--- src/rtl/imem_loader.sv ---
// Byte-stream loader that writes big-endian 32-bit words into instruction memory and holds the CPU until done.
// Optional trailing XOR checksum byte is enabled by defining LOADER_CHECKSUM_EN.
module imem_loader #(
    parameter int ADDR_WIDTH = 8
) (
    input  logic                  clk,
    input  logic                  reset,
    input  logic                  start,
    input  logic [ADDR_WIDTH-2:0] word_count,
    input  logic [7:0]            in_data,
    input  logic                  in_valid,
    output logic                  in_ready,
    output logic                  mem_we,
    output logic [ADDR_WIDTH-1:0] mem_addr,
    output logic [31:0]           mem_wdata,
    output logic                  cpu_hold,
    output logic                  done,
    output logic                  err,
    output logic [2:0]            dbg_state
);

    localparam int IDX_W       = ADDR_WIDTH - 2;
    localparam int MAX_WORDS_I = 2 ** IDX_W;
    localparam logic [ADDR_WIDTH-2:0] MAX_WORDS = MAX_WORDS_I[ADDR_WIDTH-2:0];
    localparam logic [IDX_W-1:0]      IDX_ONE   = 1;

    // Byte link: a byte moves on a cycle where in_valid and in_ready are both high;
    // in_ready depends only on the current state, never on in_valid.
    typedef enum logic [2:0] {
        S_IDLE  = 3'd0,
        S_RECV  = 3'd1,
        S_WRITE = 3'd2,
`ifdef LOADER_CHECKSUM_EN
        S_CHECK = 3'd3,
`endif
        S_DONE  = 3'd4
    } state_t;

    state_t           state_q, state_d;
    logic [IDX_W-1:0] word_idx_q, word_idx_d;
    logic [IDX_W-1:0] word_last_q, word_last_d;
    logic [1:0]       byte_cnt_q, byte_cnt_d;
    logic [31:0]      assemble_q, assemble_d;
    logic             done_q, done_d;
    logic             cpu_hold_q, cpu_hold_d;
`ifdef LOADER_CHECKSUM_EN
    logic [7:0]       csum_q, csum_d;
    logic             err_q, err_d;
`endif

    always_comb begin
        state_d     = state_q;
        word_idx_d  = word_idx_q;
        word_last_d = word_last_q;
        byte_cnt_d  = byte_cnt_q;
        assemble_d  = assemble_q;
        in_ready    = 1'b0;
        mem_we      = 1'b0;
`ifdef LOADER_CHECKSUM_EN
        csum_d      = csum_q;
        err_d       = err_q;
`endif
        case (state_q)
            S_IDLE, S_DONE: begin
                if (start) begin
                    word_idx_d  = '0;
                    byte_cnt_d  = '0;
                    // Oversized requests are clamped so the last address never wraps.
                    word_last_d = (word_count >= MAX_WORDS) ? '1 : (word_count[IDX_W-1:0] - IDX_ONE);
                    state_d     = (word_count == '0) ? S_DONE : S_RECV;
`ifdef LOADER_CHECKSUM_EN
                    csum_d      = '0;
                    err_d       = 1'b0;
`endif
                end
            end
            S_RECV: begin
                in_ready = 1'b1;
                if (in_valid) begin
                    assemble_d = {assemble_q[23:0], in_data};
                    byte_cnt_d = byte_cnt_q + 2'd1;
`ifdef LOADER_CHECKSUM_EN
                    csum_d     = csum_q ^ in_data;
`endif
                    if (byte_cnt_q == 2'd3) state_d = S_WRITE;
                end
            end
            S_WRITE: begin
                mem_we     = 1'b1;
                byte_cnt_d = '0;
                if (word_idx_q == word_last_q) begin
`ifdef LOADER_CHECKSUM_EN
                    state_d = S_CHECK;
`else
                    state_d = S_DONE;
`endif
                end else begin
                    word_idx_d = word_idx_q + IDX_ONE;
                    state_d    = S_RECV;
                end
            end
`ifdef LOADER_CHECKSUM_EN
            S_CHECK: begin
                in_ready = 1'b1;
                if (in_valid) begin
                    if (in_data == csum_q) begin
                        state_d = S_DONE;
                    end else begin
                        err_d   = 1'b1;
                        state_d = S_IDLE;
                    end
                end
            end
`endif
            default: state_d = S_IDLE;
        endcase

        // A start seen in DONE drops done on the very next cycle, ahead of the state change.
        done_d     = (state_q == S_DONE) && !start;
        cpu_hold_d = !done_d;
    end

    always_ff @(posedge clk or negedge reset) begin
        if (!reset) begin
            state_q     <= S_IDLE;
            word_idx_q  <= '0;
            word_last_q <= '0;
            byte_cnt_q  <= '0;
            assemble_q  <= '0;
            done_q      <= 1'b0;
            cpu_hold_q  <= 1'b1;
`ifdef LOADER_CHECKSUM_EN
            csum_q      <= '0;
            err_q       <= 1'b0;
`endif
        end else begin
            state_q     <= state_d;
            word_idx_q  <= word_idx_d;
            word_last_q <= word_last_d;
            byte_cnt_q  <= byte_cnt_d;
            assemble_q  <= assemble_d;
            done_q      <= done_d;
            cpu_hold_q  <= cpu_hold_d;
`ifdef LOADER_CHECKSUM_EN
            csum_q      <= csum_d;
            err_q       <= err_d;
`endif
        end
    end

    assign mem_addr  = (state_q == S_WRITE) ? {word_idx_q, 2'b00} : '0;
    assign mem_wdata = (state_q == S_WRITE) ? assemble_q : '0;
    assign done      = done_q;
    assign cpu_hold  = cpu_hold_q;
    assign dbg_state = state_q;
`ifdef LOADER_CHECKSUM_EN
    assign err       = err_q;
`else
    assign err       = 1'b0;
`endif

endmodule

--- config.mk ---
export PLATFORM = sky130hd
export DESIGN_NAME = imem_loader
export DESIGN_NICKNAME = d
export VERILOG_FILES = /design/src/rtl/imem_loader.sv
export SDC_FILE = /design/constraint.sdc
export NUM_CORES = 1
export LEC_CHECK = 0
export BUFFER_PORTS_ARGS = -buffer_cell sky130_fd_sc_hd__clkbuf_2
export CAP_MARGIN = 20
export CORE_UTILIZATION = 40
export CTS_CLUSTER_SIZE = 25
export DETAILED_ROUTE_END_ITERATION = 16
export GPL_ROUTABILITY_DRIVEN = 0
export HOLD_SLACK_MARGIN = 0.03
export PLACE_DENSITY = 0.69
export SETUP_SLACK_MARGIN = 0.5
export SLEW_MARGIN = 10
export SYNTH_ARGS = -nofsm -noshare
export SYNTH_HDL_FRONTEND = slang
export SYNTH_SLANG_ARGS = --single-unit
--- constraint.sdc ---
create_clock -name clk -period 1.6 [get_ports clk]
set_input_delay 0.24 -clock clk [delete_from_list [all_inputs] [get_ports clk]]
set_output_delay 0.24 -clock clk [all_outputs]
set_load 0.005 [all_outputs]
==> results.sh <==
export IMPL_synthesis_instances=230
export IMPL_rows=29
export IMPL_grt_start_max_net_pins=36
export IMPL_max_stage_delay_ns=0.45
export IMPL_worstRegToRegCells=6
export IMPL_status="complete, but fails checks"
export IMPL_first_pass_iters=11
export IMPL_maxCapViolCount=0
export IMPL_route_detailed_drc=3
export IMPL_pre_cts_ws_ns=0.0396
export IMPL_grt_pass1_wl_um=9940
export IMPL_synth_simple_area_share=0.172
export IMPL_synth_most_common_cell="dfrtp_1"
export IMPL_synth_top_family_by_area="multiplexers"
export IMPL_power_ir_vdd_worst_mv=0.609
export IMPL_violations="DRC, setup timing"
export IMPL_wire_per_inst_um=16.7
export IMPL_grt_ovfl_total=0
export IMPL_min_path_cells=2
export IMPL_htree_num_levels=2
export IMPL_ys_types=39
export IMPL_clock_root_buffer="clkbuf_8"
export IMPL_async_reset_ff_frac=1.00
export IMPL_cp_top_family="flip-flops"
export IMPL_finalHoldViolCount=0
export IMPL_dp_cells=375
export IMPL_drt_initial_drc_count=142
export IMPL_clock_sinks=51
export IMPL_ys_warn_count=0
export IMPL_yosysSeqAreaShare=0.466
export IMPL_crit_type="reg2out"
export IMPL_antenna_cells=0
export IMPL_postLayoutSetupSlackWorst_ns=-0.128
export IMPL_required_ns=1.36
export IMPL_cp_max_fo=13
export IMPL_stdcell_count=415
export IMPL_use_met2=0.276
export IMPL_drive_gt1_frac=0.550
export IMPL_synth_top_area_cell="dfrtp_1"
export IMPL_core_um2=6490
export IMPL_antenna_left=0
export IMPL_period_share=1.08
export IMPL_cpMaxStageDelayCell="dfrtp_2"
export IMPL_routed_wl_um=6920
export IMPL_die_area_um2=7200
export IMPL_numCtsBuffers=5
export IMPL_crit_cells=5
export IMPL_vias=2146
export IMPL_clk_pin_slew_ns=0.10
export IMPL_grt_usage=0.176
export IMPL_dp_hpwl_um=4040
export IMPL_synthAdderAreaFrac=0.0182
export IMPL_skew_ns=0.00908
export IMPL_port_buffers=63
export IMPL_cts_tree="yes"
export IMPL_worstHoldPathType="in2reg"
export IMPL_area_delta_synth_final_pct=44.0
export IMPL_grt_pass1_vias=1959
export IMPL_synth_edf_count=0
export IMPL_dieHeight_um=84.8
export IMPL_clkLatencyLatePin_ns=0.31
export IMPL_end_kind="primary output"
export IMPL_synth_xor_area_share=0.0351
export IMPL_synth_area_um2=2740
export IMPL_final_area_um2=3950
export IMPL_power_density_nw_per_um2=1480
export IMPL_synth_mux_area_frac=0.197
export IMPL_synth_area_leaders="dfrtp_1 (46%), mux2_4 (16%), and2_1 (8.2%)"
export IMPL_max_freq_mhz=579
export IMPL_busiest_layer="met2"
export IMPL_synth_ff_type="dfrtp_1"
export IMPL_drv_slew=0
export IMPL_final_nets=360
export IMPL_worstSetupStartpointType="register"
export IMPL_fp_dieW_um=84.8
export IMPL_pin_count=67
export IMPL_rsz0062_at_grt="yes"
export IMPL_cts_max_path_buffers=2
export IMPL_yosys_top_cells_count="dfrtp_1 (50), and2_1 (36), mux2_4 (29), nor2_1 (15), nand2_1 (13)"
export IMPL_synth_top_area_share=0.456
export IMPL_cp_arrival_ns=1.49
export IMPL_synth_seq_cells=51
export IMPL_via_per_inst=5.17
export IMPL_worst_path_buf_inv=3
export IMPL_start_util=0.422
export IMPL_avgSynthCellArea_um2=11.9
export IMPL_met1_usage=0.248
export IMPL_place_area_um2=3190
export IMPL_finalWorstPathRequiredPeriod_ns=1.73
export IMPL_path_cells="nor3b_4 -> buf_6 -> buf_8 -> and2_1 -> clkbuf_2"
export IMPL_antenna_found_initial=0
export IMPL_setup_viol=72
export IMPL_grtUsageMet3=0.0311
export IMPL_p_leak_nw=1.95
export IMPL_synth_compound_area_frac=0.0461
[path summary, 6_finish.rpt]
| kind | slack [ns] | end | start |
|---|---|---|---|
| setup / recovery | -0.13 | mem_wdata[24] | dbg_state[2]$_DFFE_PN0P_ |
| hold / removal | 0.15 | assemble_q[4]$_DFFE_PN0P_ | in_data[4] |
| setup reg to reg | -0.09 | assemble_q[9]$_DFFE_PN0P_ | dbg_state[1]$_DFFE_PN0P_ |
| hold reg to reg | 0.51 | assemble_q[30]$_DFFE_PN0P_ | assemble_q[30]$_DFFE_PN0P_ |
| max in group asynchronous | 0.63 | assemble_q[17]$_DFFE_PN0P_ | reset |
| min in group asynchronous | 0.42 | done$_DFF_PN0_ | reset |
[cell families (layout without fill, tap and decap cells)]
family          after synthesis  after routing
mux                          39             39
xor+xnor                     11             11
fa+ha+maj                     4              4
other cells                   1              3
buf+inv                      23            129
compound gates               18             18
simple gates                 83             83
flops                        51             51
[metal layers]
metal | part of all wire | vias to the layer above
met5 | 0 | -
li1 | - | 982
met1 | 0.44 | 1079
met2 | 0.49 | 76
met3 | 0.051 | 9
met4 | 0.016 | 0
[registers in the layout (all words and copies together) (netlist names)]
name	cells
cpu_hold	1
assemble_q	32
byte_cnt_q	2
word_idx_q	6
word_last_q	6
done	1
dbg_state	3
[cell type report]
type | count | area [um2]
timing repair buffer | 112 | 952
multi-input combinational | 158 | 1470
sequential | 51 | 1280
clock inverter | 3 | 47.5
fill | 478 | 2540
clock buffer | 5 | 68.8
inverter | 9 | 36.3
tap | 77 | 96.3
[timing repair]
action | in CTS | in global routing
gates resized for setup | 42 | 37
cloned | 4 | 3
pin swaps | 7 | 13
endpoints found under the hold margin | 15 | 0
buffers inserted | 15 | 9
hold buffers | 1 | 0
setup endpoints to repair | 92 | 94
[per-stage QoR]
stage          hold WS [ns]  power [mW]   util  setup TNS [ns]
2_1_floorplan       -0.0556        3.68      -       -0.000291
3_3_place_gp          0.220        4.04  0.491               0
3_5_place_dp          0.216        4.10  0.491               0
4_1_cts               0.150        5.42  0.566           -5.50
5_1_grt               0.139        6.16  0.608           -9.73
6_report              0.148        5.86  0.608           -5.57
[power breakdown]
part           internal [mW]  switching (mW)  leakage [nW]  total [mW]
Clock                  0.475           0.455        0.0587       0.929
Sequential              1.84           0.480         0.604        2.32
Combinational           1.68           0.930          1.29        2.61
Total                   4.00            1.87          1.95        5.86
[cell usage in the layout (no fill, tap or decap), types with 2 or more instances in the layout]
master     instances
and3_1             2
xnor2_2            4
buf_8              2
nor2_4             3
ha_1               4
inv_1              7
dfrtp_1           47
nor3_1             2
o211ai_1           3
buf_4             14
dfrtp_2            3
clkbuf_8           5
nor3b_4            3
a22oi_1            2
buf_12             6
a31oi_1            3
and2_1            35
mux2_4            33
nor2_2             4
and2_4             2
a21oi_1            2
buf_2              2
conb_1             3
nor3_4             2
nand2_1            9
clkbuf_2          58
xor2_1             3
mux2i_1            6
xnor2_1            4
buf_6             25
nor2_1             8
nand3_1            5
nand2_2            3
buf_16             2
clkbuf_16          2
Note: power is estimated with default switching activity, not from simulation.
